File: config.mk
export PLATFORM = sky130hd
export DESIGN_NAME = switch_debounce_flat
export DESIGN_NICKNAME = d
export VERILOG_FILES = /design/src/rtl/switch_debounce_pkg.sv /design/src/rtl/switch_debounce_if.sv /design/src/rtl/switch_debounce_chan.sv /design/src/rtl/switch_debounce.sv /design/src/flat_wrapper.sv
export SDC_FILE = /design/constraint.sdc
export NUM_CORES = 1
export LEC_CHECK = 0
export ABC_AREA = 1
export CORE_MARGIN = 5
export CORE_UTILIZATION = 50
export CTS_CLUSTER_DIAMETER = 100
export DETAILED_ROUTE_END_ITERATION = 10
export PLACE_DENSITY = 0.76
export SLEW_MARGIN = 20
export SYNTH_ARGS = -nofsm -noshare
export SYNTH_HDL_FRONTEND = slang
export SYNTH_SLANG_ARGS = --single-unit
File: constraint.sdc
create_clock -name clk -period 2 [get_ports clk]
set_clock_uncertainty 0.1 [all_clocks]
set_input_delay 0.4 -clock clk [delete_from_list [all_inputs] [get_ports clk]]
set_output_delay 0.4 -clock clk [all_outputs]
set_load 0.02 [all_outputs]
File: src/rtl/switch_debounce_pkg.sv
// Shared definitions for the switch conditioning block.
//   CLK_HZ_DEFAULT : board system clock frequency in Hz
//   db_state_e     : per-channel debounce FSM encoding
//   stable_cycles(): converts a debounce time into a clock-cycle count
package switch_debounce_pkg;

  localparam int unsigned CLK_HZ_DEFAULT = 12_000_000;

  typedef enum logic [1:0] {
    StLow    = 2'd0,
    StWaitHi = 2'd1,
    StHigh   = 2'd2,
    StWaitLo = 2'd3
  } db_state_e;

  function automatic int unsigned stable_cycles(int unsigned clk_hz, int unsigned us);
    return clk_hz / 1_000_000 * us;
  endfunction

endpackage

File: src/rtl/switch_debounce_if.sv
// Switch bundle between the board switches and the half_adder inputs.
//   swi_raw  : raw asynchronous switch levels
//   swi_db   : debounced levels (half_adder stswi)
//   swi_rise : one-cycle 0->1 strobe per channel
//   swi_fall : one-cycle 1->0 strobe per channel
// master drives the raw levels and consumes the results; slave is the debouncer.
interface switch_debounce_if #(
  parameter int unsigned N = 2
);
  logic [N-1:0] swi_raw;
  logic [N-1:0] swi_db;
  logic [N-1:0] swi_rise;
  logic [N-1:0] swi_fall;

  modport master (
    output swi_raw,
    input  swi_db,
    input  swi_rise,
    input  swi_fall
  );

  modport slave (
    input  swi_raw,
    output swi_db,
    output swi_rise,
    output swi_fall
  );
endinterface

File: src/rtl/switch_debounce_chan.sv
// One switch channel: two-flop synchroniser, stable-sample counter and
// LOW / WAIT_HI / HIGH / WAIT_LO filter FSM with registered outputs.
//   clk   : system clock, rising edge
//   rst_n : asynchronous active-low clear
//   raw   : raw switch level, asynchronous to clk
//   db    : debounced level
//   rise  : one-cycle pulse when db goes 0->1
//   fall  : one-cycle pulse when db goes 1->0
module switch_debounce_chan
  import switch_debounce_pkg::*;
#(
  parameter int unsigned STABLE_CYCLES = 8
) (
  input  logic clk,
  input  logic rst_n,
  input  logic raw,
  output logic db,
  output logic rise,
  output logic fall
);

  localparam int unsigned CntW = (STABLE_CYCLES < 2) ? 1 : $clog2(STABLE_CYCLES);
  localparam logic [CntW-1:0] CntLast = CntW'(STABLE_CYCLES - 1);
  localparam logic [CntW-1:0] CntOne  = CntW'(1);

  logic            s1_q, s2_q;
  db_state_e       state_q, state_d;
  logic [CntW-1:0] cnt_q, cnt_d;
  logic            db_q, db_d;
  logic            rise_q, rise_d;
  logic            fall_q, fall_d;

  // Synchroniser: only s2_q is used past this point.
  always_ff @(posedge clk or negedge rst_n) begin
    if (!rst_n) begin
      s1_q <= 1'b0;
      s2_q <= 1'b0;
    end else begin
      s1_q <= raw;
      s2_q <= s1_q;
    end
  end

  // State, counter and output registers.
  always_ff @(posedge clk or negedge rst_n) begin
    if (!rst_n) begin
      state_q <= StLow;
      cnt_q   <= '0;
      db_q    <= 1'b0;
      rise_q  <= 1'b0;
      fall_q  <= 1'b0;
    end else begin
      state_q <= state_d;
      cnt_q   <= cnt_d;
      db_q    <= db_d;
      rise_q  <= rise_d;
      fall_q  <= fall_d;
    end
  end

  // Next state and counter. The counter is cleared on every exit from a
  // WAIT_* state, so it never needs to count past CntLast.
  always_comb begin
    state_d = state_q;
    cnt_d   = cnt_q;
    unique case (state_q)
      StLow: begin
        if (s2_q) begin
          state_d = StWaitHi;
          cnt_d   = CntOne;
        end else begin
          cnt_d = '0;
        end
      end
      StWaitHi: begin
        if (!s2_q) begin
          state_d = StLow;
          cnt_d   = '0;
        end else if (cnt_q == CntLast) begin
          state_d = StHigh;
          cnt_d   = '0;
        end else begin
          cnt_d = cnt_q + CntOne;
        end
      end
      StHigh: begin
        if (!s2_q) begin
          state_d = StWaitLo;
          cnt_d   = CntOne;
        end else begin
          cnt_d = '0;
        end
      end
      StWaitLo: begin
        if (s2_q) begin
          state_d = StHigh;
          cnt_d   = '0;
        end else if (cnt_q == CntLast) begin
          state_d = StLow;
          cnt_d   = '0;
        end else begin
          cnt_d = cnt_q + CntOne;
        end
      end
      default: begin
        state_d = StLow;
        cnt_d   = '0;
      end
    endcase
  end

  // Outputs: the level only moves on a qualified transition, strobes last one cycle.
  always_comb begin
    db_d   = db_q;
    rise_d = 1'b0;
    fall_d = 1'b0;
    unique case (state_q)
      StWaitHi: begin
        if (s2_q && (cnt_q == CntLast)) begin
          db_d   = 1'b1;
          rise_d = 1'b1;
        end
      end
      StWaitLo: begin
        if (!s2_q && (cnt_q == CntLast)) begin
          db_d   = 1'b0;
          fall_d = 1'b1;
        end
      end
      default: ;
    endcase
  end

  assign db   = db_q;
  assign rise = rise_q;
  assign fall = fall_q;

endmodule

File: src/rtl/switch_debounce.sv
// Debounces N board slide switches for the half_adder stswi inputs.
//   clk   : system clock, rising edge
//   rst_n : asynchronous active-low clear
//   sw    : switch bundle (slave): swi_raw in; swi_db, swi_rise, swi_fall out
// A held level change reaches swi_db STABLE_CYCLES+1 edges after it is first
// sampled (2 synchroniser edges plus the filter).
module switch_debounce
  import switch_debounce_pkg::*;
#(
  parameter int unsigned N             = 2,
  parameter int unsigned CLK_HZ        = CLK_HZ_DEFAULT,
  parameter int unsigned DEBOUNCE_US   = 10_000,
  parameter int unsigned STABLE_CYCLES = stable_cycles(CLK_HZ, DEBOUNCE_US)
) (
  input logic              clk,
  input logic              rst_n,
  switch_debounce_if.slave sw
);

`ifndef SYNTHESIS
  initial begin
    if (STABLE_CYCLES < 2) begin
      $error("switch_debounce: STABLE_CYCLES must be >= 2, got %0d", STABLE_CYCLES);
    end
  end
`endif

  logic [N-1:0] db_w;
  logic [N-1:0] rise_w;
  logic [N-1:0] fall_w;

  for (genvar i = 0; i < N; i++) begin : g_chan
    switch_debounce_chan #(
      .STABLE_CYCLES(STABLE_CYCLES)
    ) u_chan (
      .clk  (clk),
      .rst_n(rst_n),
      .raw  (sw.swi_raw[i]),
      .db   (db_w[i]),
      .rise (rise_w[i]),
      .fall (fall_w[i])
    );
  end

  assign sw.swi_db   = db_w;
  assign sw.swi_rise = rise_w;
  assign sw.swi_fall = fall_w;

endmodule
File: src/flat_wrapper.sv
// flat-port wrapper written by rule: the top's interface ports become plain ports
module switch_debounce_flat import switch_debounce_pkg::*;
#(
  parameter int unsigned N             = 2,
  parameter int unsigned CLK_HZ        = CLK_HZ_DEFAULT,
  parameter int unsigned DEBOUNCE_US   = 10_000,
  parameter int unsigned STABLE_CYCLES = stable_cycles(CLK_HZ, DEBOUNCE_US)
)
  (clk, rst_n, sw_swi_raw, sw_swi_db, sw_swi_rise, sw_swi_fall);
  switch_debounce_if #(.N(N)) sw_i ();
  input logic clk;
  input logic rst_n;
  input wire logic [$bits(sw_i.swi_raw)-1:0] sw_swi_raw;
  output wire logic [$bits(sw_i.swi_db)-1:0] sw_swi_db;
  output wire logic [$bits(sw_i.swi_rise)-1:0] sw_swi_rise;
  output wire logic [$bits(sw_i.swi_fall)-1:0] sw_swi_fall;
  assign sw_i.swi_raw = sw_swi_raw;
  assign sw_swi_db = sw_i.swi_db;
  assign sw_swi_rise = sw_i.swi_rise;
  assign sw_swi_fall = sw_i.swi_fall;
  switch_debounce #(.N(N), .CLK_HZ(CLK_HZ), .DEBOUNCE_US(DEBOUNCE_US), .STABLE_CYCLES(STABLE_CYCLES)) u_core (.clk(clk), .rst_n(rst_n), .sw(sw_i));
endmodule
# Word level (Yosys, flattened, before mapping)
# Cells that the tools add are included.
# totals
ff_bits	48
wordCells	90
out_inout_bits	6
in_bits	4
# op_classes
reduce_logical	14
add_sub_neg	2
muxes	40
n_eq_ne	20
# ops
cell	n
$pmux W17 S4	2
$mux W17	6
$add A17 B1 Y17 const B	2
$eq A17 B17 Y1 const B	2
$mux W2	12
$mux W1	16
$ne A2 B2 Y1 const B	8
$pmux W2 S4	2
$ne A3 B3 Y1 const B	4
$eq A2 B2 Y1 const B	4
$reduce_and A4 Y1	2
$reduce_and A3 Y1	2
$eq A2 B1 Y1 const B	2
$logic_and A1 B1 Y1	4
$logic_not A2 Y1	2
$pmux W1 S2	2
$reduce_bool A2 Y1	2
$logic_not A1 Y1	2

# Depth between registers and ports, before layout
# logic_depth
ltp_word	4
mapped_depth	9
mapped_depth_nobuf	9

# Modules after synthesis
# A second synthesis with hierarchy kept.
# unflattened
hier_cells	326
area_unflattened_um2	2577.5
# by_module_without_submodules
mod	seq_area_each_um2	n_inst	cells_per_inst	area_per_inst_um2
switch_debounce_chan	600.6	2	163	1288.7

# Worst setup path before layout
# OpenSTA, ideal clock, no wires.
# synth_timing
kind	reg2reg
startpoint	register u_core.g_chan[0].u_chan.cnt_q[0]
endpoint	register u_core.g_chan[0].u_chan.state_q[0]
slack_ps	554
t_arrival_ps	1220
t_required_ps	1774
path_buffers	1
setup_ps	126
path_stages_with_launch	8
period_less_slack_ps	1446
cell_sequence	dfrtp_1 ha_1 nand3_1 nor2_1 nand3_1 nand2_2 buf_6 a21oi_2
# synth_between
elab_chain_len	3
elab_cells_between_ends	4
classes_between	eq/ne: 3; reduce/logical: 1
# synth_rtl
element	line_no	source
from (decl)	switch_debounce_chan.sv:28	logic [CntW-1:0] cnt_q, cnt_d;
from (signal assigned)	switch_debounce_chan.sv:54	cnt_q <= cnt_d;
$eq A17 B17 Y1 *	switch_debounce_chan.sv:79, switch_debounce_chan.sv:98	
$ne A3 B3 Y1 (no source line)	n/a	
$reduce_and A4 Y1 (no source line) *	n/a	
to (signal assigned)	switch_debounce_chan.sv:47	state_q <= StLow;
to (signal assigned)	switch_debounce_chan.sv:53	state_q <= state_d;
to (decl)	switch_debounce_chan.sv:27	db_state_e state_q, state_d;
# Mark *: on every way between the ends. The rest lies on a longest branch, timed or not.
# A chain may end at the register's enable or synchronous reset.

==> out/results.tsv <==
stage	metric	value	unit
worst_setup_path	Crit Path Max Fanout	16	
worst_setup_path	setup slack of the worst register-to-register path	190	ps
placed_design	pre-CTS setup slack	209.9	ps
placed_design	number of placed instances with taps included	390	
worst_setup_path	CP Capture Type	flop	
sta	unrepaired setup endpoints after global routing	false	
sta	final max-slew violation count	0	
synth	dominant cells by area after synthesis	sky130_fd_sc_hd__dfrtp_1, sky130_fd_sc_hd__nand2_1, sky130_fd_sc_hd__nor2_1, sky130_fd_sc_hd__inv_1, sky130_fd_sc_hd__nand3_1	
worst_setup_path	Worst EP required	2080	ps
synth	Synth area leader	sky130_fd_sc_hd__dfrtp_1	
sta	number of failing hold endpoints at the final stage	0	
floorplanning	number of rows in the core area	26	
clocking	Post-CTS Hold Buffers	0	
finish	area added between synthesis and finish	7.753	%
finish	Net count, final	333	
power_and_ir_drop	power after layout	1.945	mW
sta	fmax	553.7	MHz
synth	summed instance area of the synthesized netlist	2550	sq um
grt	overall track demand over capacity in global routing	0.1607	
run_status	outcome	complete, no violations	
finish	total of fill cells in the finished design	461	
clocking	Clock transition at path regs	90	ps
routing	DRC violation count after routing	0	
floorplanning	IO Pins	10	
grt	antenna violations before repair	0	
synth	syn_nets	325	
finish	Reg area	1201	sq um
power_and_ir_drop	PD cells	707.7	nW/um^2
worst_setup_path	kind of start point of the critical path	flop	
power_and_ir_drop	Max IR drop VDD	336.9	uV
floorplanning	core outline area	5042	sq um
synth	post-synthesis area per instance	7.994	sq um
synth	area share of the leading cell type in the synthesized netlist	0.4711	
worst_setup_path	buffers plus inverters on the worst setup path	0	
clocking	clock network latency to the later pin of the worst-skew pair	290	ps
synth	number of enable-type register cells in the synthesized netlist	0	
finish	final core utilization	0.5449	
clocking	Post-CTS Setup Bufs	0	
synth	synthesized flop and latch total	48	
routing	Routed Antenna Nets	0	
power_and_ir_drop	Pleak	1.198	nW
placed_design	Post-DP HPWL	3428	microns
clocking	cells resized by post-CTS repair	0	
sta	actual transition at the worst max-transition pin	595.9	ps
finish	non-filler instance count after layout	397	
floorplanning	Die ar.	6628	sq um
placed_design	number of input and output port buffers inserted	9	
sta	summed negative setup slack over all endpoints	0	ps
synth	instance count of the mapped netlist	319	
worst_setup_path	slowest cell on the critical path	sky130_fd_sc_hd__dfrtp_1	
finish	ratio of cells with drive above 1 in the final layout	0.1070	
placed_design	final weighted congestion in routability-driven placement	0.9095	
routing	detail-routed via count per cell	5.050	
synth	share of synthesized flip-flops with an asynchronous set or reset	1.000	
worst_setup_path	start-to-end type of the worst setup path	reg -> reg	
clocking	number of sinks on the clock net	48	
worst_setup_path	CP arrival	1890	ps
finish	final antenna diode count	0	
sta	final setup margin	194.0	ps
routing	per-cell routed wire length	11.97	microns
worst_setup_path	cell-by-cell listing of the critical path	ha_1 > nand3_1 > nor2_1 > nand3_1 > nand2_2 > nand3_1 > nand2_1 > nand2_1	
clocking	TritonCTS clock tree	yes	
sta	endpoints failing setup	0	
grt	maximum number of pins on one net before global-route repair	49	
sta	crit share post-route	0.9030	
finish	total area of multi-input combinational cells	1099	sq um
clocking	root buffer cell	sky130_fd_sc_hd__clkbuf_8	
worst_setup_path	cell family with the largest share of critical-path delay	simple AND/OR/NAND/NOR gates	
clocking	count of H-tree levels built during CTS	2	
clocking	number of buffers created by CTS	5	
worst_setup_path	most frequent CP cell	sky130_fd_sc_hd__nand3_1	
grt	first-pass GRT wire length	8300	microns
floorplanning	horizontal die dimension	81.42	microns
routing	post-detailed-routing wire length	4751	microns
worst_setup_path	Slowest Stage Delay on Critical Path	390	ps
synth	Distinct cells, synth	32	
grt	sum of overflow across all layers after global routing	0	
synth	sequential area share after synthesis	0.4711	
routing	number of detailed-routing iterations run before antenna repair	4	
sta	Relative slew margins	0.6028	
min_path	class of the tightest hold or removal check	in -> async	
worst_setup_path	Reg2Reg Launch Point	u_core.g_chan[0].u_chan.cnt_q[0]$_DFF_PN0_	
worst_setup_path	worst reg-to-reg path cell count	8	
floorplanning	starting utilization of the core area	0.5057	
floorplanning	Die Span Y	81.42	microns
synth	yosys synthesis warning count	0	
routing	via total after detailed routing	2005	
synth	primary flip-flop cell chosen by synthesis mapping	sky130_fd_sc_hd__dfrtp_1	
routing	1st-iter DRT viols	88	
grt	number of global-route vias before repair	1855	
flow_run	max-cap violation count	0	
sta	fin crit period	1806	ps
clocking	maximum clock path buffer count	2	
routing by layer:
metal / vias up / global-route usage / share of wire / routed length (microns)
met2: 41 / 0.2590 / 0.49 / 2316
met4: 0 / 0.05405 / 0.0038 / 18
met1: 939 / 0.2176 / 0.46 / 2207
li1: 1023 / - / - / -
met3: 2 / 0.03070 / 0.044 / 208
met5: - / 0 / 0 / 0
cells in the final DEF, fill, tap and decap left out, types with 3 or more instances in the layout:
cell type                         synthesis  layout
sky130_fd_sc_hd__nand2_1                 57      57
sky130_fd_sc_hd__nor2_1                  55      55
sky130_fd_sc_hd__dfrtp_1                 48      48
sky130_fd_sc_hd__inv_1                   38      38
sky130_fd_sc_hd__nand3_1                 26      26
sky130_fd_sc_hd__nor3_1                  13      13
sky130_fd_sc_hd__o21ai_0                  8       8
sky130_fd_sc_hd__clkdlybuf4s50_1          0       8
sky130_fd_sc_hd__o21ai_1                  7       7
sky130_fd_sc_hd__a21oi_1                  7       7
sky130_fd_sc_hd__clkbuf_8                 0       7
sky130_fd_sc_hd__nand4_1                  6       6
sky130_fd_sc_hd__nand2_2                  5       5
sky130_fd_sc_hd__xor2_1                   5       5
sky130_fd_sc_hd__nor2_2                   4       4
sky130_fd_sc_hd__inv_2                    4       4
sky130_fd_sc_hd__nor3_2                   3       3
sky130_fd_sc_hd__xnor2_1                  3       3
area by class of cell:
cell class / count / share of cell area
Multi-Input combinational cell: 218 / 0.3998
Clock buffer: 7 / 0.03506
Sequential cell: 48 / 0.4372
Inverter: 43 / 0.05965
Timing Repair Buffer: 11 / 0.03643
Tap cell: 70 / 0.03188
power by group:
| part | internal (mW) | total [mW] | switching [mW] | leakage [nW] |
|---|---|---|---|---|
| clock network | 0.308 | 0.615 | 0.306 | 0.0503 |
| registers | 1.02 | 1.08 | 0.0555 | 0.650 |
| logic | 0.0889 | 0.255 | 0.166 | 0.497 |
worst reg2reg max path, delay by kind of cell, from the launching register on:
kind | cells | cell delay [ps]
fa+ha+maj | 1 | 200
flops | 1 | 390
simple gates | 7 | 1010
stage by stage:
step                      instance area [sq um]  hold slack (ps)
after detailed placement                   2651            239.3
after global routing                       2748            132.4
after CTS                                  2748            116.4
after global placement                     2651            234.8
final                                      2748            87.56
after floorplan                            2550            4.409
kinds of logic (layout without fill, tap and decap cells):
family                   after synthesis  after routing  share of synthesized area
XOR/XNOR                               8              8                    0.02748
flip-flops                            48             48                     0.4710
buffers and inverters                 53             61                    0.09814
adder cells (fa/ha/maj)                2              2                   0.009812
AND/OR/NAND/NOR                      182            182                     0.3381
AO/OA/AOI/OAI                         26             26                    0.05545
registers in the layout, indices dropped and copies added, names as in the netlist, named ones only:
| name | count |
|---|---|
| u_core.g_chan.u_chan.s1_q | 2 |
| u_core.g_chan.u_chan.db | 2 |
| u_core.g_chan.u_chan.rise | 2 |
| u_core.g_chan.u_chan.cnt_q | 34 |
| u_core.g_chan.u_chan.state_q | 2 |
| u_core.g_chan.u_chan.fall | 2 |
| u_core.g_chan.u_chan.s2_q | 2 |
cell usage after synthesis, types with 2 or more instances:
master,instances
sky130_fd_sc_hd__nand2_2,5
sky130_fd_sc_hd__nor2_4,2
sky130_fd_sc_hd__nor3_1,13
sky130_fd_sc_hd__dfrtp_1,48
sky130_fd_sc_hd__nand2_1,57
sky130_fd_sc_hd__buf_6,3
sky130_fd_sc_hd__ha_1,2
sky130_fd_sc_hd__nand3b_1,2
sky130_fd_sc_hd__nand4_1,6
sky130_fd_sc_hd__xnor2_1,3
sky130_fd_sc_hd__nor2_2,4
sky130_fd_sc_hd__nand3_2,2
sky130_fd_sc_hd__nor3_2,3
sky130_fd_sc_hd__nor2_1,55
sky130_fd_sc_hd__buf_4,7
sky130_fd_sc_hd__nor4_1,2
sky130_fd_sc_hd__nor3_4,2
sky130_fd_sc_hd__a21oi_1,7
sky130_fd_sc_hd__inv_2,4
sky130_fd_sc_hd__o21ai_0,8
sky130_fd_sc_hd__xor2_1,5
sky130_fd_sc_hd__o21ai_1,7
sky130_fd_sc_hd__nand3_1,26
sky130_fd_sc_hd__inv_1,38
worst max-delay path by stage:
| stage | cells after the start | slack [ps] | to | from |
|---|---|---|---|---|
| global placement | 8 | 350 | u_core.g_chan[0].u_chan.cnt_q[13]$_DFF_PN0_ | u_core.g_chan[0].u_chan.cnt_q[0]$_DFF_PN0_ |
| global route | 8 | 90 | flop | u_core.g_chan[0].u_chan.cnt_q[0]$_DFF_PN0_ |
| detailed placement | 8 | 210 | flop | u_core.g_chan[0].u_chan.cnt_q[0]$_DFF_PN0_ |
| CTS | 8 | 190 | flop | u_core.g_chan[0].u_chan.cnt_q[0]$_DFF_PN0_ |
| floorplan | 7 | 550 | u_core.g_chan[0].u_chan.state_q[0]$_DFFE_PN0P_ | u_core.g_chan[0].u_chan.cnt_q[0]$_DFF_PN0_ |
| finish | 8 | 190 | flop | u_core.g_chan[0].u_chan.cnt_q[0]$_DFF_PN0_ |
Note: power is estimated with default switching activity, not from simulation.
